[src/rtl/rs_dispatch_unit.sv]
// -----------------------------------------------------------------------------
// rs_dispatch_unit
//
// Add/sub reservation station with a two-state issue sequencer. It is the
// producer side of the adder execution-unit interface.
//
//   - Holds up to DEPTH decoded ops from the issue stage.
//   - Snoops CDB broadcasts to capture missing source operands.
//   - Dispatches the oldest fully-ready entry. Ties go to the lowest index.
//   - Keeps the dispatched entry (inflight) until the execution unit pulses
//     ex_done, so rs_count always includes the op in flight.
//
// Handshakes:
//   issue    : an op is accepted on a rising edge where iss_valid && iss_ready.
//              iss_ready depends only on the registered rs_count, never on
//              anything freed in the same cycle.
//   dispatch : ex_b is a one-cycle strobe. src1_data/src2_data/func/rdest are
//              valid with it and held until the next dispatch.
//   complete : ex_done is a one-cycle pulse. It is meaningful only while busy.
//              In IDLE it sets the sticky err_spurious flag.
//
// Ports:
//   clock1, rst_n                    clock, asynchronous active-low reset
//   iss_valid/iss_ready              issue handshake
//   iss_func, iss_rdest              opcode (0000 add, 0001 sub), destination
//   iss_srcN_rdy/_tag/_val           source N: ready flag, producer tag, value
//   cdb_valid/cdb_tag/cdb_data       result broadcast bus
//   ex_b                             dispatch strobe
//   src1_data, src2_data, func,      dispatched payload
//   rdest
//   ex_done                          completion pulse from the execution unit
//   rs_count                         occupied entries (in-flight included)
//   busy                             FSM is in BUSY (this is the state bit)
//   err_spurious                     sticky: ex_done seen while IDLE
//
// Optional feature (macro RS_CDB_BYPASS_EN):
//   When defined, an IDLE entry whose last missing operand matches the
//   current CDB broadcast is a candidate in that same cycle. The operand is
//   then taken directly from cdb_data.
// -----------------------------------------------------------------------------
module rs_dispatch_unit #(
  parameter int DEPTH  = 3,
  parameter int DATA_W = 8,
  parameter int TAG_W  = 4,
  parameter int FUNC_W = 4,
  parameter int AGE_W  = 4
) (
  input  logic                           clock1,
  input  logic                           rst_n,
  input  logic                           iss_valid,
  output logic                           iss_ready,
  input  logic [FUNC_W-1:0]              iss_func,
  input  logic [TAG_W-1:0]               iss_rdest,
  input  logic                           iss_src1_rdy,
  input  logic [TAG_W-1:0]               iss_src1_tag,
  input  logic [DATA_W-1:0]              iss_src1_val,
  input  logic                           iss_src2_rdy,
  input  logic [TAG_W-1:0]               iss_src2_tag,
  input  logic [DATA_W-1:0]              iss_src2_val,
  input  logic                           cdb_valid,
  input  logic [TAG_W-1:0]               cdb_tag,
  input  logic [DATA_W-1:0]              cdb_data,
  output logic                           ex_b,
  output logic [DATA_W-1:0]              src1_data,
  output logic [DATA_W-1:0]              src2_data,
  output logic [FUNC_W-1:0]              func,
  output logic [TAG_W-1:0]               rdest,
  input  logic                           ex_done,
  output logic [$clog2(DEPTH+1)-1:0]     rs_count,
  output logic                           busy,
  output logic                           err_spurious
);

  localparam int CNT_W = $clog2(DEPTH + 1);
  localparam int IDX_W = $clog2(DEPTH);
  localparam logic [AGE_W-1:0] AGE_MAX = '1;

  typedef enum logic {S_IDLE = 1'b0, S_BUSY = 1'b1} state_t;

  // ---------------------------------------------------------------------------
  // Entry storage
  // ---------------------------------------------------------------------------
  logic [DEPTH-1:0]  r_valid;
  logic [DEPTH-1:0]  r_inflight;
  logic [DEPTH-1:0]  r_rdy1;
  logic [DEPTH-1:0]  r_rdy2;
  logic [FUNC_W-1:0] r_func  [DEPTH];
  logic [TAG_W-1:0]  r_rdest [DEPTH];
  logic [TAG_W-1:0]  r_tag1  [DEPTH];
  logic [TAG_W-1:0]  r_tag2  [DEPTH];
  logic [DATA_W-1:0] r_val1  [DEPTH];
  logic [DATA_W-1:0] r_val2  [DEPTH];
  logic [AGE_W-1:0]  r_age   [DEPTH];

  state_t            r_state;
  state_t            w_state_nxt;
  logic [CNT_W-1:0]  r_count;
  logic [IDX_W-1:0]  r_fl_idx;      // index of the entry in flight
  logic              r_ex_b;
  logic [DATA_W-1:0] r_src1_data;
  logic [DATA_W-1:0] r_src2_data;
  logic [FUNC_W-1:0] r_func_out;
  logic [TAG_W-1:0]  r_rdest_out;
  logic              r_err_spurious;

  // ---------------------------------------------------------------------------
  // Combinational helpers
  // ---------------------------------------------------------------------------
  logic              w_issue;
  logic [IDX_W-1:0]  w_free_idx;
  logic              w_iss_cap1;
  logic              w_iss_cap2;
  logic [DEPTH-1:0]  w_cap1;
  logic [DEPTH-1:0]  w_cap2;
  logic [DEPTH-1:0]  w_cand;
  logic              w_found;
  logic [IDX_W-1:0]  w_sel;
  logic [AGE_W-1:0]  w_best_age;
  logic [DATA_W-1:0] w_sel_v1;
  logic [DATA_W-1:0] w_sel_v2;
  logic [FUNC_W-1:0] w_sel_func;
  logic [TAG_W-1:0]  w_sel_rdest;
  logic              w_dispatch;
  logic              w_complete;
  logic              w_spurious;

  assign iss_ready = (r_count < CNT_W'(DEPTH));
  assign w_issue   = iss_valid && iss_ready;

  // An op being issued can capture a broadcast in its very first cycle.
  assign w_iss_cap1 = cdb_valid && !iss_src1_rdy && (iss_src1_tag == cdb_tag);
  assign w_iss_cap2 = cdb_valid && !iss_src2_rdy && (iss_src2_tag == cdb_tag);

  // Lowest-index free slot. The scan runs downward so the lowest index wins.
  // iss_ready guarantees a free slot exists whenever w_issue is set.
  always_comb begin
    w_free_idx = '0;
    for (int i = DEPTH - 1; i >= 0; i--) begin
      if (!r_valid[i]) w_free_idx = IDX_W'(i);
    end
  end

  // Snoop matches and dispatch candidates.
  always_comb begin
    w_cap1 = '0;
    w_cap2 = '0;
    w_cand = '0;
    for (int i = 0; i < DEPTH; i++) begin
      w_cap1[i] = cdb_valid && r_valid[i] && !r_rdy1[i] && (r_tag1[i] == cdb_tag);
      w_cap2[i] = cdb_valid && r_valid[i] && !r_rdy2[i] && (r_tag2[i] == cdb_tag);
`ifdef RS_CDB_BYPASS_EN
      w_cand[i] = r_valid[i] && !r_inflight[i] &&
                  (r_rdy1[i] || w_cap1[i]) && (r_rdy2[i] || w_cap2[i]);
`else
      w_cand[i] = r_valid[i] && !r_inflight[i] && r_rdy1[i] && r_rdy2[i];
`endif
    end
  end

  // Oldest-candidate select. The strict '>' keeps the lowest index on equal age.
  always_comb begin
    w_found     = 1'b0;
    w_sel       = '0;
    w_best_age  = '0;
    w_sel_v1    = '0;
    w_sel_v2    = '0;
    w_sel_func  = '0;
    w_sel_rdest = '0;
    for (int i = 0; i < DEPTH; i++) begin
      if (w_cand[i] && (!w_found || (r_age[i] > w_best_age))) begin
        w_found     = 1'b1;
        w_sel       = IDX_W'(i);
        w_best_age  = r_age[i];
        w_sel_func  = r_func[i];
        w_sel_rdest = r_rdest[i];
`ifdef RS_CDB_BYPASS_EN
        w_sel_v1    = w_cap1[i] ? cdb_data : r_val1[i];
        w_sel_v2    = w_cap2[i] ? cdb_data : r_val2[i];
`else
        w_sel_v1    = r_val1[i];
        w_sel_v2    = r_val2[i];
`endif
      end
    end
  end

  // ---------------------------------------------------------------------------
  // FSM: state register
  // ---------------------------------------------------------------------------
  always_ff @(posedge clock1 or negedge rst_n) begin
    if (!rst_n) r_state <= S_IDLE;
    else        r_state <= w_state_nxt;
  end

  // FSM: next state
  always_comb begin
    w_state_nxt = r_state;
    case (r_state)
      S_IDLE:  if (w_found) w_state_nxt = S_BUSY;
      S_BUSY:  if (ex_done) w_state_nxt = S_IDLE;
      default: w_state_nxt = S_IDLE;
    endcase
  end

  // FSM: outputs (decoded actions)
  always_comb begin
    w_dispatch = 1'b0;
    w_complete = 1'b0;
    w_spurious = 1'b0;
    case (r_state)
      S_IDLE: begin
        w_dispatch = w_found;
        w_spurious = ex_done;
      end
      S_BUSY: begin
        w_complete = ex_done;
      end
      default: ;
    endcase
  end

  // ---------------------------------------------------------------------------
  // Entry array update
  // ---------------------------------------------------------------------------
  always_ff @(posedge clock1 or negedge rst_n) begin
    if (!rst_n) begin
      r_valid    <= '0;
      r_inflight <= '0;
      r_rdy1     <= '0;
      r_rdy2     <= '0;
      for (int i = 0; i < DEPTH; i++) begin
        r_func[i]  <= '0;
        r_rdest[i] <= '0;
        r_tag1[i]  <= '0;
        r_tag2[i]  <= '0;
        r_val1[i]  <= '0;
        r_val2[i]  <= '0;
        r_age[i]   <= '0;
      end
    end else begin
      for (int i = 0; i < DEPTH; i++) begin
        if (w_complete && (r_fl_idx == IDX_W'(i))) begin
          r_valid[i]    <= 1'b0;
          r_inflight[i] <= 1'b0;
        end else if (w_issue && (w_free_idx == IDX_W'(i))) begin
          r_valid[i]    <= 1'b1;
          r_inflight[i] <= 1'b0;
          r_func[i]     <= iss_func;
          r_rdest[i]    <= iss_rdest;
          r_tag1[i]     <= iss_src1_tag;
          r_tag2[i]     <= iss_src2_tag;
          r_rdy1[i]     <= iss_src1_rdy || w_iss_cap1;
          r_rdy2[i]     <= iss_src2_rdy || w_iss_cap2;
          r_val1[i]     <= w_iss_cap1 ? cdb_data : iss_src1_val;
          r_val2[i]     <= w_iss_cap2 ? cdb_data : iss_src2_val;
          r_age[i]      <= '0;
        end else if (r_valid[i]) begin
          if (w_cap1[i]) begin
            r_rdy1[i] <= 1'b1;
            r_val1[i] <= cdb_data;
          end
          if (w_cap2[i]) begin
            r_rdy2[i] <= 1'b1;
            r_val2[i] <= cdb_data;
          end
          if (!r_inflight[i] && (r_age[i] != AGE_MAX)) r_age[i] <= r_age[i] + AGE_W'(1);
          if (w_dispatch && (w_sel == IDX_W'(i))) r_inflight[i] <= 1'b1;
        end
      end
    end
  end

  // ---------------------------------------------------------------------------
  // Occupancy, dispatch registers, error flag
  // ---------------------------------------------------------------------------
  always_ff @(posedge clock1 or negedge rst_n) begin
    if (!rst_n) begin
      r_count        <= '0;
      r_fl_idx       <= '0;
      r_ex_b         <= 1'b0;
      r_src1_data    <= '0;
      r_src2_data    <= '0;
      r_func_out     <= '0;
      r_rdest_out    <= '0;
      r_err_spurious <= 1'b0;
    end else begin
      // Issue and completion in the same cycle cancel out.
      if (w_issue && !w_complete)      r_count <= r_count + CNT_W'(1);
      else if (!w_issue && w_complete) r_count <= r_count - CNT_W'(1);

      r_ex_b <= w_dispatch;
      if (w_dispatch) begin
        r_fl_idx    <= w_sel;
        r_src1_data <= w_sel_v1;
        r_src2_data <= w_sel_v2;
        r_func_out  <= w_sel_func;
        r_rdest_out <= w_sel_rdest;
      end

      if (w_spurious) r_err_spurious <= 1'b1;
    end
  end

  assign ex_b         = r_ex_b;
  assign src1_data    = r_src1_data;
  assign src2_data    = r_src2_data;
  assign func         = r_func_out;
  assign rdest        = r_rdest_out;
  assign rs_count     = r_count;
  assign busy         = (r_state == S_BUSY);
  assign err_spurious = r_err_spurious;

endmodule

[config.mk]
export PLATFORM = sky130hd
export DESIGN_NAME = rs_dispatch_unit
export DESIGN_NICKNAME = d
export VERILOG_FILES = /design/src/rtl/rs_dispatch_unit.sv
export SDC_FILE = /design/constraint.sdc
export NUM_CORES = 1
export LEC_CHECK = 0
export CAP_MARGIN = 5
export CORE_MARGIN = 4
export CORE_UTILIZATION = 45
export DETAILED_ROUTE_END_ITERATION = 10
export GPL_TIMING_DRIVEN = 0
export MAX_ROUTING_LAYER = met4
export PLACE_DENSITY_LB_ADDON = 0.05
export SYNTH_ARGS = -nofsm -noshare
export SYNTH_HDL_FRONTEND = slang
export SYNTH_SLANG_ARGS = --single-unit
export TNS_END_PERCENT = 30
[constraint.sdc]
create_clock -name clock1 -period 6.28 [get_ports clock1]
set_input_delay 1.256 -clock clock1 [delete_from_list [all_inputs] [get_ports clock1]]
set_output_delay 1.256 -clock clock1 [all_outputs]
set_load 0.005 [all_outputs]
==> flow_metrics.env <==
export IMPL_finalInstanceArea_um2=9270
export IMPL_hold_path_class="reg -> reg"
export IMPL_run_status="completed"
export IMPL_ys_warnings_count=0
export IMPL_synth_compound_area_share_pct=10.5
export IMPL_avgSynthCellArea_um2=10.3
export IMPL_synthTopCellsByCount="dfrtp_1 (151), nand2_1 (135), mux2i_1 (72)"
export IMPL_slew_headroom_pct=54.8
export IMPL_synthFlopType="dfrtp_1"
export IMPL_cp_max_fo=10
export IMPL_row_count=47
export IMPL_synthMuxAreaShare_pct=14.5
export IMPL_grt_pass1_vias=6048
export IMPL_required_ns=6.55
export IMPL_final_core_util_pct=55.9
export IMPL_synth_xor_area_share_pct=4.02
export IMPL_grt_ovfl_total=0
export IMPL_path_cells="buf_4, nand2_1, nor3_2, nand2_1, ha_1, nor2b_1, o211ai_1, a21oi_1, buf_2, nor2_1, a21oi_1, ha_1, and2_1, o21ai_0, a32o_1, a21o_1, buf_4, buf_4, mux2i_1, a31oi_1"
export IMPL_p_per_area_nw_per_um2=535
export IMPL_syn_cell_area_um2=7630
export IMPL_die_w_um=138
export IMPL_cts_htree_levels=4
export IMPL_arrival_ns=4.87
export IMPL_period_needed_ns=4.61
export IMPL_ys_ff_latch=151
export IMPL_tightest_slew_ns=0.671
export IMPL_placement_cell_area_um2=8700
export IMPL_gp_congestion=0.835
export IMPL_core_area_um2=16600
export IMPL_cts_root_buf="clkbuf_16"
export IMPL_hold_viol_final=0
export IMPL_clock_latency_ns=0.42
export IMPL_clk_pin_slew_ns=0.06
export IMPL_start_kind="flip-flop"
export IMPL_whs_ns=0.478
export IMPL_cts_tree="built"
export IMPL_cp_end_kind="flip-flop"
export IMPL_crit_start="r_valid[0]"
export IMPL_final_nets=900
export IMPL_busiest_layer="met2"
export IMPL_diodes=0
export IMPL_p_total_w=0.00496
export IMPL_drt_pass1_iterations=6
export IMPL_irDropWorstVdd_uv=263
export IMPL_routed_wl_um=20600
export IMPL_drc=0
export IMPL_synth_nets=804
export IMPL_crit_top_cell="buf_4"
export IMPL_synth_area_top_cells="dfrtp_1 (49%), mux2i_1 (9.4%), nand2_1 (6.6%)"
export IMPL_slowest_delay_ns=0.49
export IMPL_use_met2_pct=35.6
export IMPL_cts_resized=0
export IMPL_rsz0062_at_grt="false"
export IMPL_yosysSeqAreaShare_pct=49.5
export IMPL_achievable_frequency_mhz=217
export IMPL_p_leak_nw=4.10
export IMPL_drv_cap=0
export IMPL_die_y_um=138
export IMPL_area_growth_pct=21.4
export IMPL_grt_usage_pct=22.8
export IMPL_die_area_um2=19100
export IMPL_num_io_pins=81
export IMPL_via_per_inst=5.47
export IMPL_cts_buffer_depth=2
export IMPL_cts_buffers=17
export IMPL_critical_path_slowest_cell="a21oi_1"
export IMPL_drt_iter0_markers=343
export IMPL_path_class="reg -> reg"
export IMPL_final_layout_size_suffix_gt1_share_pct=13.4
export IMPL_fin_crit_sh_pct=73.3
export IMPL_grtUsageMet3_pct=4.59
export IMPL_synth_simple_area_share_pct=16.3
export IMPL_floorplan_initialDensity_pct=46.0
export IMPL_vias=5857
export IMPL_yosysTopAreaCell="dfrtp_1"
export IMPL_grt_max_degree=98
export IMPL_grt_first_pass_wirelength_um=33500
export IMPL_timing_rr_start="r_valid[0]"
export IMPL_yosysUniqueCellTypes=54
export IMPL_slew_viol_final=0
export IMPL_synth_edff_count=0
export IMPL_antenna_left=0
export IMPL_cts_setup_buffers=0
export IMPL_hold_buffers=0
export IMPL_synth_top_family_by_area="simple AND/OR/NAND/NOR gates"
export IMPL_cts_sinks=151
export IMPL_clock_skew_ns=0.00797
export IMPL_met1_usage_pct=30.9
export IMPL_numPortBuffers=76
export IMPL_synth_top_cell_area_share_pct=49.5
export IMPL_asyncSetResetFlopFracSynth_pct=100
export IMPL_antenna_found_initial=0
export IMPL_wl_per_cell_um=19.3
export IMPL_synthAdderAreaFrac_pct=1.97
export IMPL_synth_most_common_cell="dfrtp_1"
export IMPL_syn_inst=741
export IMPL_hp_start="r_rdest[3]"
export IMPL_finalSetupViolCount=0
export IMPL_hpwlAfterDp_um=14700
-- stage by stage --
step                      TNS (ns)  cells  worst slack, ns
after global placement     -337.68   1037            -2.25
after CTS                        0   1070             1.67
final                            0   1070             1.67
after floorplan                  0    741             2.67
after detailed placement         0   1038             1.70
after global routing             0   1070             1.30
-- area by class of cell --
cell class              instances  area, um2
multi-input cells             539       3610
clock buffers                  22        474
inverters                      16       60.1
clock inverters                10       95.1
repair buffers                 77        790
plain buffers                  35        189
fillers                      1480       7310
flip-flops and latches        151       3780
well taps                     220        275
-- critical path: cells and delay by family, from the launching register on --
family	cells	cell delay, ns
flops	1	0.32
buf+inv	4	1.00
mux	1	0.27
fa+ha+maj	2	0.58
compound gates	7	1.39
simple gates	6	0.88
-- path summary, 6_finish.rpt --
| path | slack (ns) | to | cells past startpoint |
|---|---|---|---|
| max | 1.67 | func[3] | 20 |
| min | 0.48 | r_rdest[3] | 2 |
| max reg2reg | 1.67 | func[3] | 20 |
| min reg2reg | 0.48 | r_rdest[3] | 2 |
| max in group asynchronous | 4.61 | src2_data[0] | 2 |
| min in group asynchronous | 0.79 | r_age[10] | 1 |
-- registers in the layout, summed over array words and instances (netlist names) --
signal,cells
r_val1,24
r_val2,24
r_age,12
r_func,12
r_rdest,12
r_tag1,12
r_tag2,12
src1_data,8
src2_data,8
func,4
rdest,4
r_inflight,3
r_rdy1,3
r_rdy2,3
r_valid,3
r_fl_idx,2
rs_count,2
busy,1
err_spurious,1
ex_b,1
-- cell usage in the layout (no fill, tap or decap), drive strengths merged, types with 2 or more instances in the layout --
master         Yosys  layout
dfrtp            151     151
nand2            137     137
clkdlybuf4s50      0      75
mux2i             72      72
nor2              58      58
o21ai             54      54
mux2              34      34
clkbuf            10      32
a31oi             30      30
buf               25      27
and2              26      26
xor2              22      22
inv               16      18
xnor2             13      13
ha                12      12
a21oi             12      12
nor3               9       9
nor4               7       7
nand3              6       6
clkinv             0       5
nor2b              4       4
a211oi             4       4
nand4              4       4
and4b              3       3
o22ai              3       3
nand4b             3       3
o21a               2       2
a222oi             2       2
a41oi              2       2
a32o               2       2
a21o               2       2
a22o               2       2
a22oi              2       2
clkinvlp           0       2
and3               2       2
-- routing by layer --
layer  vias up  wire length, um
met2       141             9820
met4         0              288
met3        19              846
met5         -                0
li1       2764                -
met1      2933             9650
-- report_power, final --
part | total (W) | switching, W | internal [W]
combinational | 0.00223 | 0.00124 | 0.000992
clock | 0.000988 | 0.000409 | 0.000578
sequential | 0.00174 | 0.000294 | 0.00145
total | 0.00496 | 0.00194 | 0.00302
-- logic make-up (layout without fill, tap and decap cells) --
| group | after synthesis | count (layout) |
|---|---|---|
| DFF | 151 | 151 |
| muxes | 106 | 106 |
| and+or+nand+nor | 263 | 263 |
| AOI/OAI and AO/OA | 123 | 123 |
| xor gates and xnor gates | 35 | 35 |
| buffers and inverters | 51 | 160 |
| adders and majority gates | 12 | 12 |
(Power assumes the default switching activity.)
